## src/rtl/cpu_hazard_pkg.sv

```systemverilog
// rtl/cpu_hazard_pkg.sv - shared state encoding, redirect codes and counter sizing for the hazard controller
package cpu_hazard_pkg;

    typedef enum logic [1:0] {
        ST_RUN    = 2'd0,
        ST_DRAIN  = 2'd1,
        ST_HALTED = 2'd2
    } hz_state_t;

    localparam logic REDIR_JMP = 1'b0;
    localparam logic REDIR_BR  = 1'b1;

    // Bits needed to hold a countdown from lat down to zero.
    function automatic int cnt_width(input int lat);
        int w;
        w = $clog2(lat + 1);
        return (w < 1) ? 1 : w;
    endfunction

endpackage

```

## src/rtl/hazard_scoreboard.sv

```systemverilog
// rtl/hazard_scoreboard.sv - per-register countdown of pending load writebacks with load-use hazard flag
module hazard_scoreboard
    import cpu_hazard_pkg::*;
#(
    parameter int REG_ADDR_W = 4,
    parameter int LOAD_LAT   = 1
) (
    input  logic                  clk,
    input  logic                  rst_n,
    input  logic                  set_en,
    input  logic [REG_ADDR_W-1:0] set_addr,
    input  logic                  rd0_en,
    input  logic [REG_ADDR_W-1:0] rd0_addr,
    input  logic                  rd1_en,
    input  logic [REG_ADDR_W-1:0] rd1_addr,
    output logic                  hazard
);

    localparam int CW   = cnt_width(LOAD_LAT);
    localparam int NREG = 1 << REG_ADDR_W;

    logic [CW-1:0] cnt [NREG];

    // A fresh load overrides the decrement of the same entry.
    always_ff @(posedge clk) begin
        if (!rst_n) begin
            for (int i = 0; i < NREG; i++) begin
                cnt[i] <= '0;
            end
        end else begin
            for (int i = 0; i < NREG; i++) begin
                if (set_en && (set_addr == REG_ADDR_W'(i))) begin
                    cnt[i] <= CW'(LOAD_LAT);
                end else if (cnt[i] != '0) begin
                    cnt[i] <= cnt[i] - 1'b1;
                end
            end
        end
    end

    assign hazard = (rd0_en && (cnt[rd0_addr] != '0)) ||
                    (rd1_en && (cnt[rd1_addr] != '0));

endmodule

```

## src/rtl/hazard_ctrl_unit.sv

```systemverilog
// rtl/hazard_ctrl_unit.sv - stall/flush arbitration and halt-drain FSM; HAZARD_PERF_EN adds a stall cycle counter
module hazard_ctrl_unit
    import cpu_hazard_pkg::*;
#(
    parameter int NUM_STAGES = 5,
    parameter int REG_ADDR_W = 4,
    parameter int LOAD_LAT   = 1
) (
    input  logic                  clk,
    input  logic                  rst_n,
    input  logic                  id_valid,
    input  logic [REG_ADDR_W-1:0] id_src0_addr,
    input  logic                  id_src0_used,
    input  logic [REG_ADDR_W-1:0] id_src1_addr,
    input  logic                  id_src1_used,
    input  logic [REG_ADDR_W-1:0] id_dst_addr,
    input  logic                  id_we,
    input  logic                  id_is_load,
    input  logic                  id_is_hlt,
    input  logic                  jmp_id,
    input  logic                  br_taken_ex,
    output logic                  stall_if,
    output logic                  stall_id,
    output logic                  bubble_ex,
    output logic                  flush_if_id,
    output logic                  redirect_valid,
    output logic                  redirect_sel,
    output logic                  id_issue,
    output logic                  hlt
`ifdef HAZARD_PERF_EN
    ,
    output logic [15:0]           stall_cycles
`endif
);

    localparam int DW = 3;
    // Loaded on the HLT issue edge so hlt rises NUM_STAGES-2 edges later.
    localparam logic [DW-1:0] DRAIN_INIT = DW'(NUM_STAGES - 3);

    hz_state_t     state, state_nxt;
    logic [DW-1:0] drain_cnt;
    logic          hlt_q;
    logic          sb_hazard;
    logic          load_hzd;

    hazard_scoreboard #(
        .REG_ADDR_W (REG_ADDR_W),
        .LOAD_LAT   (LOAD_LAT)
    ) u_scoreboard (
        .clk      (clk),
        .rst_n    (rst_n),
        .set_en   (id_issue && id_is_load && id_we),
        .set_addr (id_dst_addr),
        .rd0_en   (id_valid && id_src0_used),
        .rd0_addr (id_src0_addr),
        .rd1_en   (id_valid && id_src1_used),
        .rd1_addr (id_src1_addr),
        .hazard   (sb_hazard)
    );

    assign load_hzd = id_valid && sb_hazard;
    assign hlt      = hlt_q;

    always_ff @(posedge clk) begin
        if (!rst_n) begin
            state     <= ST_RUN;
            drain_cnt <= '0;
            hlt_q     <= 1'b0;
        end else begin
            state <= state_nxt;
            if (state == ST_RUN) begin
                drain_cnt <= DRAIN_INIT;
            end else if (drain_cnt != '0) begin
                drain_cnt <= drain_cnt - 1'b1;
            end
            hlt_q <= (state_nxt == ST_HALTED);
        end
    end

    always_comb begin
        state_nxt      = state;
        stall_if       = 1'b0;
        stall_id       = 1'b0;
        bubble_ex      = 1'b0;
        flush_if_id    = 1'b0;
        redirect_valid = 1'b0;
        redirect_sel   = REDIR_JMP;
        id_issue       = 1'b0;
        if (rst_n) begin
            case (state)
                ST_RUN: begin
                    // The branch in EX is older than anything in ID, so it wins.
                    if (br_taken_ex) begin
                        flush_if_id    = 1'b1;
                        bubble_ex      = 1'b1;
                        redirect_valid = 1'b1;
                        redirect_sel   = REDIR_BR;
                    end else if (load_hzd) begin
                        stall_if  = 1'b1;
                        stall_id  = 1'b1;
                        bubble_ex = 1'b1;
                    end else if (id_valid) begin
                        id_issue = 1'b1;
                        if (jmp_id) begin
                            flush_if_id    = 1'b1;
                            redirect_valid = 1'b1;
                            redirect_sel   = REDIR_JMP;
                        end
                        if (id_is_hlt) begin
                            state_nxt = ST_DRAIN;
                        end
                    end
                end
                ST_DRAIN: begin
                    stall_if  = 1'b1;
                    stall_id  = 1'b1;
                    bubble_ex = 1'b1;
                    if (drain_cnt == '0) begin
                        state_nxt = ST_HALTED;
                    end
                end
                ST_HALTED: begin
                    stall_if  = 1'b1;
                    stall_id  = 1'b1;
                    bubble_ex = 1'b1;
                end
                default: state_nxt = ST_RUN;
            endcase
        end
    end

`ifdef HAZARD_PERF_EN
    always_ff @(posedge clk) begin
        if (!rst_n) begin
            stall_cycles <= '0;
        end else if ((state == ST_RUN) && (load_hzd || br_taken_ex) &&
                     (stall_cycles != 16'hFFFF)) begin
            stall_cycles <= stall_cycles + 16'd1;
        end
    end
`endif

endmodule

```

## config.mk

```make
export PLATFORM = sky130hd
export DESIGN_NAME = hazard_ctrl_unit
export DESIGN_NICKNAME = d
export VERILOG_FILES = /design/src/rtl/cpu_hazard_pkg.sv /design/src/rtl/hazard_scoreboard.sv /design/src/rtl/hazard_ctrl_unit.sv
export SDC_FILE = /design/constraint.sdc
export NUM_CORES = 1
export LEC_CHECK = 0
export ABC_CLOCK_PERIOD_IN_PS = 2500
export CAP_MARGIN = 20
export CORE_MARGIN = 2
export CORE_UTILIZATION = 55
export CTS_CLUSTER_SIZE = 24
export DETAILED_ROUTE_END_ITERATION = 12
export DONT_BUFFER_PORTS = 1
export GPL_ROUTABILITY_DRIVEN = 0
export PLACE_DENSITY = 0.73
export SYNTH_ARGS = -nofsm -noshare
export SYNTH_HDL_FRONTEND = slang
export SYNTH_HIERARCHICAL = 1
export SYNTH_SLANG_ARGS = --single-unit
```

## constraint.sdc

```tcl
create_clock -name clk -period 2.5 [get_ports clk]
set_input_delay 0.25 -clock clk [delete_from_list [all_inputs] [get_ports clk]]
set_output_delay 0.25 -clock clk [all_outputs]
set_load 0.02 [all_outputs]
```

# [After elaboration in Yosys (flattened, before gate mapping)]
# Memories as Yosys holds them, arrays and structs flattened.
# Index checks and enable logic that the tools add are counted.
[word_totals] regBits=6 ram_bits=16 output_inout_bits=8 elab_cells=279 n_memories=1
[classes] n_addsub=17 eq_ne=18 muxes=175 bitwise=33 n_reduce_logical=31
[memory_table] name="u_scoreboard.cnt" words=16 width=1 read_ports=18 rd_ports_with_merged_regs=0 write_ports=16 line_no="hazard_scoreboard.sv:22" text="logic [CW-1:0] cnt [NREG];"
[ops] cell="2-to-1 mux 1 bit" n=164
[ops] cell="equality test 4 bit, second input constant" n=8
[ops] cell="bitwise OR 1 bit" n=32
[ops] cell="logical AND 1 bit" n=23
[ops] cell="equality test 4 x 3 -> 1 bit, second input constant" n=4
[ops] cell="2-to-1 mux 2 bit" n=8
[ops] cell="subtractor 1 bit, second input constant" n=16
[ops] cell="equality test 4 x 2 -> 1 bit, second input constant" n=2
[ops] cell="case mux 2 bit (3 select lines)" n=1
[ops] cell="equality test 2 bit, second input constant" n=2
[ops] cell="equality test 4 x 1 -> 1 bit, second input constant" n=1
[ops] cell="logical NOT 4 bit" n=1
[ops] cell="case mux 1 bit (2 select lines)" n=2
[ops] cell="OR reduction 2 bit" n=2
[ops] cell="logical NOT 3 bit" n=1
[ops] cell="nonzero test 3 bit" n=1
[ops] cell="subtractor 3 x 1 -> 3 bit, second input constant" n=1
[ops] cell="equality test 2 x 1 -> 1 bit, second input constant" n=1
[ops] cell="logical NOT 2 bit" n=1
[ops] cell="nonzero test 2 bit" n=1
[ops] cell="logical OR 1 bit" n=1
[ops] cell="NOT 1 bit" n=1

# [Logic depth before layout (Yosys ltp)]
# Gate-level depths: netlist of run 1.
[logic_depth] ltp_word=16 ltp_mapped=11 mapped_depth_nobuf=11

# [By module]
# The synthesis of run 1 kept the hierarchy.
[by_module_without_submodules] module="hazard_scoreboard" n_inst=1 cells_per_inst=78 area_each_um2=914.6 seq_area_each_um2=390.4
[by_module_without_submodules] module="hazard_ctrl_unit" n_inst=1 cells_per_inst=49 area_each_um2=421.7 seq_area_each_um2=120.1

# [Worst setup path before layout of run 1]
# OpenSTA, ideal clock, no wires.
[synth_timing] path_kind="register to register" from="memory u_scoreboard/cnt[11] (netlist bit)" to="memory u_scoreboard/cnt[15] (netlist bit) (enable)" setup_time_ns=0.247 t_arrival_ns=2.592 required_ns=2.253 slack_ns=-0.340 path_stages_with_launch=12 synth_period_minus_slack_ns=2.840 path_cell_list="edfxtp_1 mux4_1 mux2_2 nand3_1 nand4_1 nor3b_2 and2b_2 and3_1 and3_1 nand3_1 a21boi_0 nand2_1"
[synth_rtl] item="start: declaration" line_no="hazard_scoreboard.sv:22"

==> key figures, run 1 <==
Yosys
  • Synth top area share: 0.225
  • Ys Warns: 6
  • Seq/Total Area, Yosys: 0.382
  • Ranking of synthesized cells by area: dfxtp_1 (22%), edfxtp_1 (16%), mux4_1 (14%)
  • Synth area leader: dfxtp_1
  • Mux share of post-synthesis cell area: 0.188
  • Synthesized area: 1340 µm²
  • Syn Nets: between 150 and 200
  • Number of flops mapped to enable cells by yosys: 7
  • Register bit total from synthesis: 22
  • Netlist cell types: 37
  • Ys async rst share: 0
  • Commonest cells in the netlist: dfxtp_1 (15), nor2_1 (15), nand2_1 (12)
  • Most used DFF post-synth: dfxtp_1
  • Adder-Cell Fraction of Synth Area: 0.0375
  • Mapped Cells: around 130
  • Synth Area in Compound Gates: 0.104
  • Synth Area in XOR/XNOR: 0
  • Post-synthesis simple-gate area fraction: 0.250
  • Mapped Avg Cell Area: between 10 and 15 µm²
  • Largest family of logic cells by synthesized area: simple AND/OR/NAND/NOR gates

Clock tree
  • Root Buffer: clkbuf_4
  • H-tree lvl count: 1
  • Clk buf depth: 2
  • Clk_lat worst skew: approximately 0.30 ns
  • Sink Count: 22
  • Inserted Clock Buffers: 3
  • CTS tree: yes
  • Reg clk slew, reported paths: between 0.1 and 0.15 ns

Critical path
  • CP peak stage delay: about 0.47 ns
  • CP top delay family: simple AND/OR/NAND/NOR gates
  • Crit end category: flip-flop
  • Path type of the worst setup path: reg -> reg
  • Required @ worst endpoint: 2.58 ns
  • Crit path max fanout: 4
  • Crit-path most repeated cell: and3_4
  • Crit-path slowest cell: edfxtp_1
  • Reg2Reg Depth: 11
  • Worst-path cell chain: mux4_2 > mux2_4 > nand3_2 > nand4_1 > nor3b_2 > and2b_2 > and3_4 > and3_4 > nand2b_1 > a21boi_2 > nand2_1
  • WP buf/inv: 0
  • Arr. time, crit path: between 2 and 3 ns
  • Worst path depth: 11
  • CP Launch Type: flip-flop

Layout
  • Multi-input gate area: approximately 900 µm²
  • Fraction of layout cells with a size suffix above 1: 0.420
  • Layout net count: 170
  • Ant diodes: 0
  • Register area: approximately 510 µm²
  • Post-Layout Inst Area: around 1700 µm²
  • Synthesis-to-finish area growth: 24.6%
  • Fill count: roughly 170
  • Utilization after layout: 0.739

Hold path
  • Hold Path Stages: 1
  • Worst Hold Class: in -> reg

Floorplan
  • Die Area: 2840 µm²
  • Starting Density: 0.593
  • Core Box Area: ~2300 µm²
  • Row count: 17
  • DIE WIDTH: about 53 µm
  • Die Y-Extent: between 50 and 60 µm
  • Num ports: 30

Route
  • Initial DRC count: 16
  • Drt via density: a little over 6
  • DRC: 0
  • Vias: about 1100
  • DR pass1 iterations: 4
  • Routed wire length: approximately 3.1 mm
  • Routed WL per cell: around 18 µm
  • ANT nets after route: 0

Timing
  • Final Setup Violations: 27
  • Max Fclk: roughly 360 MHz
  • Setup Skew: 0.000783 ns
  • Worst setup margin: -0.267 ns
  • Minimum clock period: 2.77 ns
  • Final hold vios: 0
  • Final Cycle Share: 1.11
  • Relative slew slack: 0.706
  • Slew Viols, Final: 0
  • RSZ-0062 raised after global routing: true
  • Worst slew pin tran: roughly 0.44 ns

Global routing
  • Vias in the first global route: between 1000 and 1500
  • Initial antenna violation count: 0
  • Largest net degree at the start of global routing: 19
  • Tot GR Track Use: 0.243
  • Global-route wire length before repair: 4.91 mm
  • Overflow after GRT: 0

Outcome
  • Status: complete, but fails checks
  • Failing checks: setup timing

Power
  • Leakage: roughly 0.63 nW
  • Pwr Density: around 530 nW/µm²
  • Peak supply drop: ~510 µV

Job
  • Max-cap violations: 0

Placed design
  • Post-DP HPWL: 2.21 mm
  • I/O Buffers: 0
  • Post-DP Area: around 1400 µm²
[report_power, final]
group          internal [mW]  total [mW]  switching [mW]
clock network         0.0889       0.190           0.102
logic                  0.127       0.259           0.132
registers              0.399       0.427          0.0279
total                  0.615       0.876           0.262
[layout make-up]
class                   count  share of cell area
multi-input cells          94               0.550
flip-flops and latches     22               0.307
repair buffers             18              0.0894
clock buffers               4              0.0218
well taps                  28              0.0210
inverters                   5              0.0113
[sequential cells by signal, indices dropped and copies added, names as in the netlist]
name / cells
state: 2
drain_cnt: 3
u_scoreboard/cnt: 16
hlt: 1
[worst reg2reg max path: stages (launching register included)]
cell,delay [ns]
edfxtp_1,0.47
mux4_2,0.47
mux2_4,0.27
nand3_2,0.06
nand4_1,0.13
nor3b_2,0.23
and2b_2,0.20
and3_4,0.18
and3_4,0.20
nand2b_1,0.10
a21boi_2,0.16
nand2_1,0.08
[worst paths after layout]
path	end	slack (ns)	from
hold / removal	drain_cnt[1]	0.08	rst_n
hold reg to reg	drain_cnt[0]	0.50	drain_cnt[0]
setup reg to reg	u_scoreboard/cnt[13]	-0.27	u_scoreboard/cnt[11]
setup / recovery	u_scoreboard/cnt[13]	-0.27	u_scoreboard/cnt[11]
[layer usage]
| metal | up-vias | wire (µm) | GRT usage |
|---|---|---|---|
| li1 | 503 | - | - |
| met1 | 519 | 1280 | 0.289 |
| met2 | 29 | 1590 | 0.424 |
| met3 | 9 | 179 | 0.0537 |
| met4 | 0 | 65 | 0.0855 |
| met5 | - | 0 | 0 |
[cells in the final DEF (no fill, tap or decap), drive strengths merged, types with 5 or more instances in the layout]
cell type	netlist	layout
nand3b	6	6
a21boi	7	7
nand2	12	12
nor2	15	15
dfxtp	15	15
buf	4	14
inv	5	5
mux4	8	8
edfxtp	7	7
[stage by stage]
stage	power, mW	cells	worst slack (ns)	TNS (ns)	hold WS (ns)
final	0.876	171	-0.267	-4.01	0.0806
after global routing	0.918	171	-0.436	-8.22	0.0795
after CTS	0.856	167	-0.211	-3.02	0.00216
after detailed placement	0.630	158	-0.203	-1.77	0.330
after global placement	0.619	158	-0.134	-0.961	0.331
after floorplan	0.590	127	-0.163	-0.797	0.404
[what timing repair did]
action	in CTS	in global routing
pin swaps	15	11
setup endpoints to repair	25	29
gates resized for setup	17	15
buffers inserted	3	2
hold buffers	2	2
hold endpoints to repair	2	1
[cell families after synthesis]
| kind of cell | after synthesis |
|---|---|
| AO/OA/AOI/OAI | 19 |
| adder cells (fa/ha/maj) | 4 |
| buffers and inverters | 11 |
| flip-flops | 22 |
| multiplexers | 12 |
| AND/OR/NAND/NOR | 59 |
(Power assumes the default switching activity.)
==> inputs of run 2 (changes only) <==
--- a/config.mk
+++ b/config.mk
@@ -7,7 +7,7 @@
 export LEC_CHECK = 0
 export ABC_CLOCK_PERIOD_IN_PS = 2500
 export CAP_MARGIN = 20
-export CORE_MARGIN = 2
+export CORE_MARGIN = 5
 export CORE_UTILIZATION = 55
 export CTS_CLUSTER_SIZE = 24
 export DETAILED_ROUTE_END_ITERATION = 12
==> run 2 against run 1 <==
The flow still finishes with violations (setup timing). Clock-buffer cell count unchanged. Critical path type unchanged. Utilization increased by 1.1 points. Cell count increased by 2.3%. Largest cell class unchanged. Via count increased by 2.6%. Critical endpoint is now u_scoreboard/cnt[9]. Largest power group unchanged. Non-clock buffer count increased by 4.
==> key figures, run 2 (synthesized netlist as in run 1, its figures left out) <==
Layout
  • Fill count: 143 (-15%)
  • Commonest non-fill, non-tap cell in the layout: buf_4
  • Max reg flops: 16 (unchanged)
  • Post-Layout Inst Area: 1710 µm² (+2.4%)
  • Most frequent cells in the layout: buf_4 (16), dfxtp_1 (15), nand2_1 (9)
  • Ant diodes: 0 (unchanged)
  • Register area: 510 µm² (unchanged)
  • Top register by number of flip-flops: u_scoreboard/cnt
  • Synthesis-to-finish area growth: 27.6%
  • Layout net count: 174 (+2.4%)
  • Multi-input gate area: 922 µm² (+0.68%)
  • Fraction of layout cells with a size suffix above 1: 0.435 (+0.0158)
  • Biggest regs: u_scoreboard/cnt (16), drain_cnt (3), state (2)
  • Fin cells: 175 (+2.3%)
  • Utilization after layout: 0.749 (+0.0107)

Timing
  • Worst setup margin: -0.301 ns (-0.0342 ns)
  • Max Fclk: 357 MHz (-1.2%)
  • Worst slew pin tran: 0.469 ns (+0.0284 ns)
  • Relative slew slack: 0.687 (-0.0190)
  • RSZ-0062 raised after global routing: true
  • Setup Skew: 0.00224 ns (+0.00146 ns)
  • Final Setup Violations: 23 (-15%)
  • Slew Viols, Final: 0 (unchanged)
  • Hold WS: 0.0881 ns (+0.00748 ns)
  • Minimum clock period: 2.80 ns (+0.0342 ns)
  • Final hold vios: 0 (unchanged)
  • Final Cycle Share: 1.12 (+0.0137)

Clock tree
  • Sink Count: 22 (unchanged)
  • H-tree lvl count: 1 (unchanged)
  • Inserted Clock Buffers: 3 (unchanged)
  • Clk_lat worst skew: 0.30 ns (about the same)
  • Reg clk slew, reported paths: 0.12 ns (about the same)
  • CTS tree: yes
  • Clk buf depth: 2 (unchanged)
  • Root Buffer: clkbuf_4

Route
  • Vias: 1088 (+2.6%)
  • Routed WL per cell: 18.6 µm (+2.2%)
  • Drt via density: 6.22 (+0.30%)
  • DR top layer: met4
  • WL met1: 1.33 mm (+4.0%)
  • DR WL met3: 289 µm (+61%)
  • Initial DRC count: 36 (+20)
  • DR pass1 iterations: 4 (unchanged)
  • ANT nets after route: 0 (unchanged)
  • Routed wire length: 3.26 mm (+4.6%)
  • Detail Route met2 WL: 1.62 mm (+2.0%)
  • DRC: 0 (unchanged)

Critical path
  • Path type of the worst setup path: reg -> reg
  • Reg2reg setup slack: -0.30 ns (-0.03 ns)
  • Reg2Reg Depth: 9 (-2)
  • Required @ worst endpoint: 2.49 ns (-0.09 ns)
  • Crit end category: flip-flop
  • Arr. time, crit path: 2.79 ns (-0.06 ns)
  • R2R Path Start: u_scoreboard/cnt[13]
  • Crit path max fanout: 3 (-1)
  • R2r endpoint: u_scoreboard/cnt[9]
  • CP Launch Type: flip-flop

Global routing
  • Largest net degree at the start of global routing: 19 (unchanged)
  • Overflow after GRT: 0 (unchanged)
  • Vias in the first global route: 1088 (+0.092%)
  • Initial antenna violation count: 0 (unchanged)
  • Global-route wire length before repair: 5.04 mm (+2.7%)
  • Tot GR Track Use: 0.188 (-0.0551)

Floorplan
  • Row count: 17 (unchanged)
  • Num ports: 30 (unchanged)
  • Starting Density: 0.587 (-0.00554)
  • Die Area: 3520 µm² (+24%)
  • Core Box Area: 2280 µm² (+0.94%)
  • Die Y-Extent: 59.3 µm (+11%)
  • DIE WIDTH: 59.3 µm (+11%)

Placed design
  • Post-DP HPWL: 2.26 mm (+2.3%)
  • Post-DP Area: 1440 µm² (+1.1%)
  • I/O Buffers: 0 (unchanged)
  • Placed Cells: 160 (+1.3%)
  • Pre-CTS setup slack: -0.234 ns (-0.0306 ns)

Power
  • Pwr Density: 522 nW/µm² (-0.85%)
  • Leakage: 0.656 nW (+4.5%)
  • Peak supply drop: 501 µV (-0.92%)

Hold path
  • Hold Path Stages: 1 (unchanged)
  • Worst Hold Class: in -> reg
  • Min-delay src: rst_n
  • Hold Path End: drain_cnt[1]

Outcome
  • Status: complete, but fails checks
  • Failing checks: setup timing

Job
  • Max-cap violations: 0 (unchanged)
[run 2: area by class of cell]
cell class                 instances  area share
clock buffer                       4      0.0213
inverter                           5      0.0110
multi-input combinational         94       0.541
sequential                        22       0.299
tap                               28      0.0205
timing repair buffer              22       0.107
[run 2: how the worst max path moves through the flow]
stage                          from              endpoint  slack [ns]  depth (start not counted)
2_1_floorplan  u_scoreboard/cnt[12]  u_scoreboard/cnt[15]       -0.16                         11
3_3_place_gp   u_scoreboard/cnt[12]  u_scoreboard/cnt[13]       -0.14                         11
3_5_place_dp   u_scoreboard/cnt[13]  u_scoreboard/cnt[15]       -0.23                         11
4_1_cts        u_scoreboard/cnt[13]  u_scoreboard/cnt[12]       -0.23                         11
5_1_grt        u_scoreboard/cnt[13]   u_scoreboard/cnt[9]       -0.49                          9
6_report       u_scoreboard/cnt[13]   u_scoreboard/cnt[9]       -0.30                          9
[run 2: per-stage QoR]
stage / TNS, ns / power [mW]
2_1_floorplan: -0.797 / 0.590
3_3_place_gp: -0.799 / 0.622
3_5_place_dp: -2.54 / 0.634
4_1_cts: -2.85 / 0.860
5_1_grt: -8.03 / 0.940
6_report: -3.97 / 0.890
[run 2: timing repair]
action | 4_1_cts | 5_1_grt
gates resized for setup | 17 | 15
endpoints found under the hold margin | 1 | 2
pin swaps | 8 | 0
hold buffers | 2 | 2
setup endpoints to repair | 26 | 29
buffers inserted | 4 | 3
[run 2: report_power, final]
group	switching, mW	leakage [nW]	internal (mW)
Combinational	0.138	0.439	0.134
Sequential	0.0285	0.196	0.399
Clock	0.101	0.0210	0.0888
Total	0.268	0.656	0.622
[run 2: metal layers]
metal | up-vias | track usage
met1 | 527 | 0.231
li1 | 515 | -
met2 | 44 | 0.317
met3 | 2 | 0.0632
met4 | 0 | 0.0388
met5 | - | 0
[run 2: critical path, cell delays in order (launching register included)]
cell and delay [ns]:
edfxtp_1 0.45, mux4_2 0.49, mux2_4 0.28, nand3_2 0.06, nand4_1 0.14, nor3b_2 0.21, and2b_2 0.19, and3_4 0.19
nand2_1 0.12, o311ai_1 0.36
==> RTL edit (config.mk and constraints of run 1) <==
The 3 states of `hz_state_t` get a one-hot encoding in 3 bits.
--- a/src/rtl/cpu_hazard_pkg.sv
+++ b/src/rtl/cpu_hazard_pkg.sv
@@ -1,10 +1,10 @@
 // rtl/cpu_hazard_pkg.sv - shared state encoding, redirect codes and counter sizing for the hazard controller
 package cpu_hazard_pkg;
 
-    typedef enum logic [1:0] {
-        ST_RUN    = 2'd0,
-        ST_DRAIN  = 2'd1,
-        ST_HALTED = 2'd2
+    typedef enum logic [2:0] {
+        ST_RUN    = 3'b001,
+        ST_DRAIN  = 3'b010,
+        ST_HALTED = 3'b100
     } hz_state_t;
 
     localparam logic REDIR_JMP = 1'b0;
Check against the original RTL: no difference found for any inputs over 10 cycles, from zero or initial values and one cycle with rst_n low; not proved beyond that.
==> RTL edit against run 1 <==
- the run still ends with setup timing left
- wire length increased by 0.90%
- global-route usage down 0.15 points
- maximum frequency rose by 1.5%
- final area down 0.53%
- critical path type unchanged
- utilization grew 0.31 points
- highest routed layer unchanged
- sequential cell count increased by 1
- power down 18%
- setup slack gained 0.040 ns
- synthesized area is 1.9% lower
==> RTL edit: results (changes against run 1) <==
| Metric | Value |
|---|---|
| EDFF count, synth | 7 (unchanged) |
| Outcome | complete, but fails checks (unchanged) |
| Diodes inserted | 0 (unchanged) |
| Clk_lat worst skew | 0.30 ns (about the same) |
| Fill cells | 147 (was 169) |
| Routed length per instance | 18.40 um (was 18.24 um) |
| Wire length of the first global-routing pass | 4740 um (was 4912 um) |
| Dpl ws | -0.2670 ns (was -0.2030 ns) |
| Initial DRC Count | 20 (was 16) |
| Sequential area share after synthesis | 40.46% (was 38.20%) |
| HPWL after detailed placement | 2193 um (was 2207 um) |
| P_leak | 0.0006281 uW (was 0.0006276 uW) |
| Arrival @ worst endpoint | 2.80 ns (was 2.85 ns) |
| Failing checks | setup timing (unchanged) |
| Clock skew | 0.001515 ns (was 0.0007830 ns) |
| Mux cell area share after synthesis | 19.18% (was 18.82%) |
| Total GRT Usage | 24.12% (was 24.27%) |
| Slew @ Worst Pin | 0.6693 ns (was 0.4406 ns) |
| Top reg by flops | u_scoreboard/cnt (unchanged) |
| Reg-to-reg slack, setup | -0.23 ns (was -0.27 ns) |
| Largest registers | u_scoreboard/cnt (16), drain_cnt (3), state (3) (was u_scoreboard/cnt (16), drain_cnt (3), state (2)) |
| Final WS setup | -0.2271 ns (was -0.2670 ns) |
| Synth Area in XOR/XNOR | 0% (unchanged) |
| Top post-synthesis cells by area | dfxtp_1 (24%), edfxtp_1 (16%), mux4_1 (14%), nor2_1 (3.7%), a21boi_0 (3.4%) (was dfxtp_1 (22%), edfxtp_1 (16%), mux4_1 (14%), nor2_1 (4.2%), a21boi_0 (3.9%)) |
| IO buf count | 0 (unchanged) |
| Netlist cell types | 36 (was 37) |
| Average vias per placed instance | 6.018 (was 6.199) |
| H-Tree Level Count | 1 (unchanged) |
| Hold Crit Class | input pin to register (unchanged) |
| Net Sw Power | 171.3 uW (was 261.8 uW) |
| Layout cells sized above 1 | 44.06% (was 41.96%) |
| Max Root-Sink Buffers | 2 (unchanged) |
| Vias in the first global route | 1035 (was 1087) |
| Final setup violation count | 23 (was 27) |
| Nets | 166 (was 170) |
| Fraction of registers with async set/reset | 0% (unchanged) |
| YS warnings | 6 (unchanged) |
| Final WL | 3147 um (was 3119 um) |
| Worst hold path stage count | 1 (unchanged) |
| Critical path fanouts, max | 4 (unchanged) |
| Post-Place Cells | 153 (was 158) |
| Syn Nets | 143 (was 153) |
| Post-synthesis compound-gate area fraction | 9.924% (was 10.39%) |
| Most frequent cells after synthesis | dfxtp_1 (16), nor2_1 (13), nand2_1 (12) (was dfxtp_1 (15), nor2_1 (15), nand2_1 (12)) |
| Worst VDD drop | 0.3924 mV (was 0.5054 mV) |
| Adder-cell share of the synthesized area | 0% (was 3.745%) |
| Syn_area_per_cell | 10.84 um^2 (was 10.52 um^2) |
| Detailed Routing Iterations Pass 1 | 6 (was 4) |
| Largest net degree at the start of global routing | 20 (was 19) |
[RTL edit: changes by cell type after synthesis, moves of 2 or more]
cell / change
and2_2: -2
nor2_1: -2
and2_1: +2
inv_1: -2
ha_1: -4
[RTL edit: power by group through the flow]
stage / combinational (uW) / clock [uW] / sequential [uW]
2_1_floorplan: 81.4 / 0 / 420
3_3_place_gp: 99.8 / 0 / 423
3_5_place_dp: 103 / 0 / 424
4_1_cts: 125 / 169 / 415
5_1_grt: 153 / 183 / 418
6_report: 145 / 163 / 415
[RTL edit: per-layer routing]
layer	routed length, um	global-route usage [%]	up-vias
li1	-	-	500
met1	1317	28.31	488
met2	1649	44.17	39
met3	168	4.857	2
met4	10	6.410	0
met5	0	0	-
[RTL edit: repair_timing]
action,in CTS,in global routing
gates resized for setup,16,10
hold endpoints to repair,2,1
hold buffers,3,1
endpoints found under the setup margin,24,29
setup buffers,6,6
pin swaps,7,10
[RTL edit: area by class of cell]
| type | count | area [um^2] | share of cell area (%) |
|---|---|---|---|
| Multi-Input combinational cell | 90 | 865.8 | 52.27 |
| Sequential cell | 23 | 530.5 | 32.02 |
| Timing Repair Buffer | 23 | 186.4 | 11.25 |
| Tap cell | 28 | 35.03 | 2.115 |
| Clock buffer | 3 | 22.52 | 1.360 |
| Inverter | 3 | 11.26 | 0.6798 |
| Clock inverter | 1 | 5.005 | 0.3021 |
[RTL edit: final timing paths]
path                         from              endpoint
min                     id_is_hlt              state[1]
max reg2reg  u_scoreboard/cnt[10]  u_scoreboard/cnt[13]
min reg2reg          drain_cnt[2]          drain_cnt[2]
max          u_scoreboard/cnt[10]  u_scoreboard/cnt[13]
[RTL edit: critical path: stages (launching register included)]
cell and delay (ns):
edfxtp_1 0.45, mux4_2 0.46, mux2_4 0.29, nand3_2 0.06, nand4_1 0.14, nand2b_4 0.18
nor3_4 0.14, and3_4 0.22, and3_4 0.21, nand2b_1 0.10, a21boi_2 0.17, nand2_1 0.07
[RTL edit: kinds of logic after synthesis]
group / Yosys count
simple gates: 61
mux: 12
buf+inv: 8
compound gates: 17
flops: 23
[RTL edit: through the flow]
stage                     hold WS (ns)  cell area, um^2  total power (uW)  setup TNS (ns)  utilization [%]
after floorplan                 0.3604             1335             501.2          -2.096                -
after global placement          0.3331             1410             522.7          -2.292            63.14
after detailed placement        0.3314             1410             526.9          -3.137            63.14
after CTS                     0.002888             1567             709.8          -1.286            70.14
after global routing           0.05083             1657             753.6          -5.287            74.17
final                          0.05903             1657             722.7          -2.641            74.17
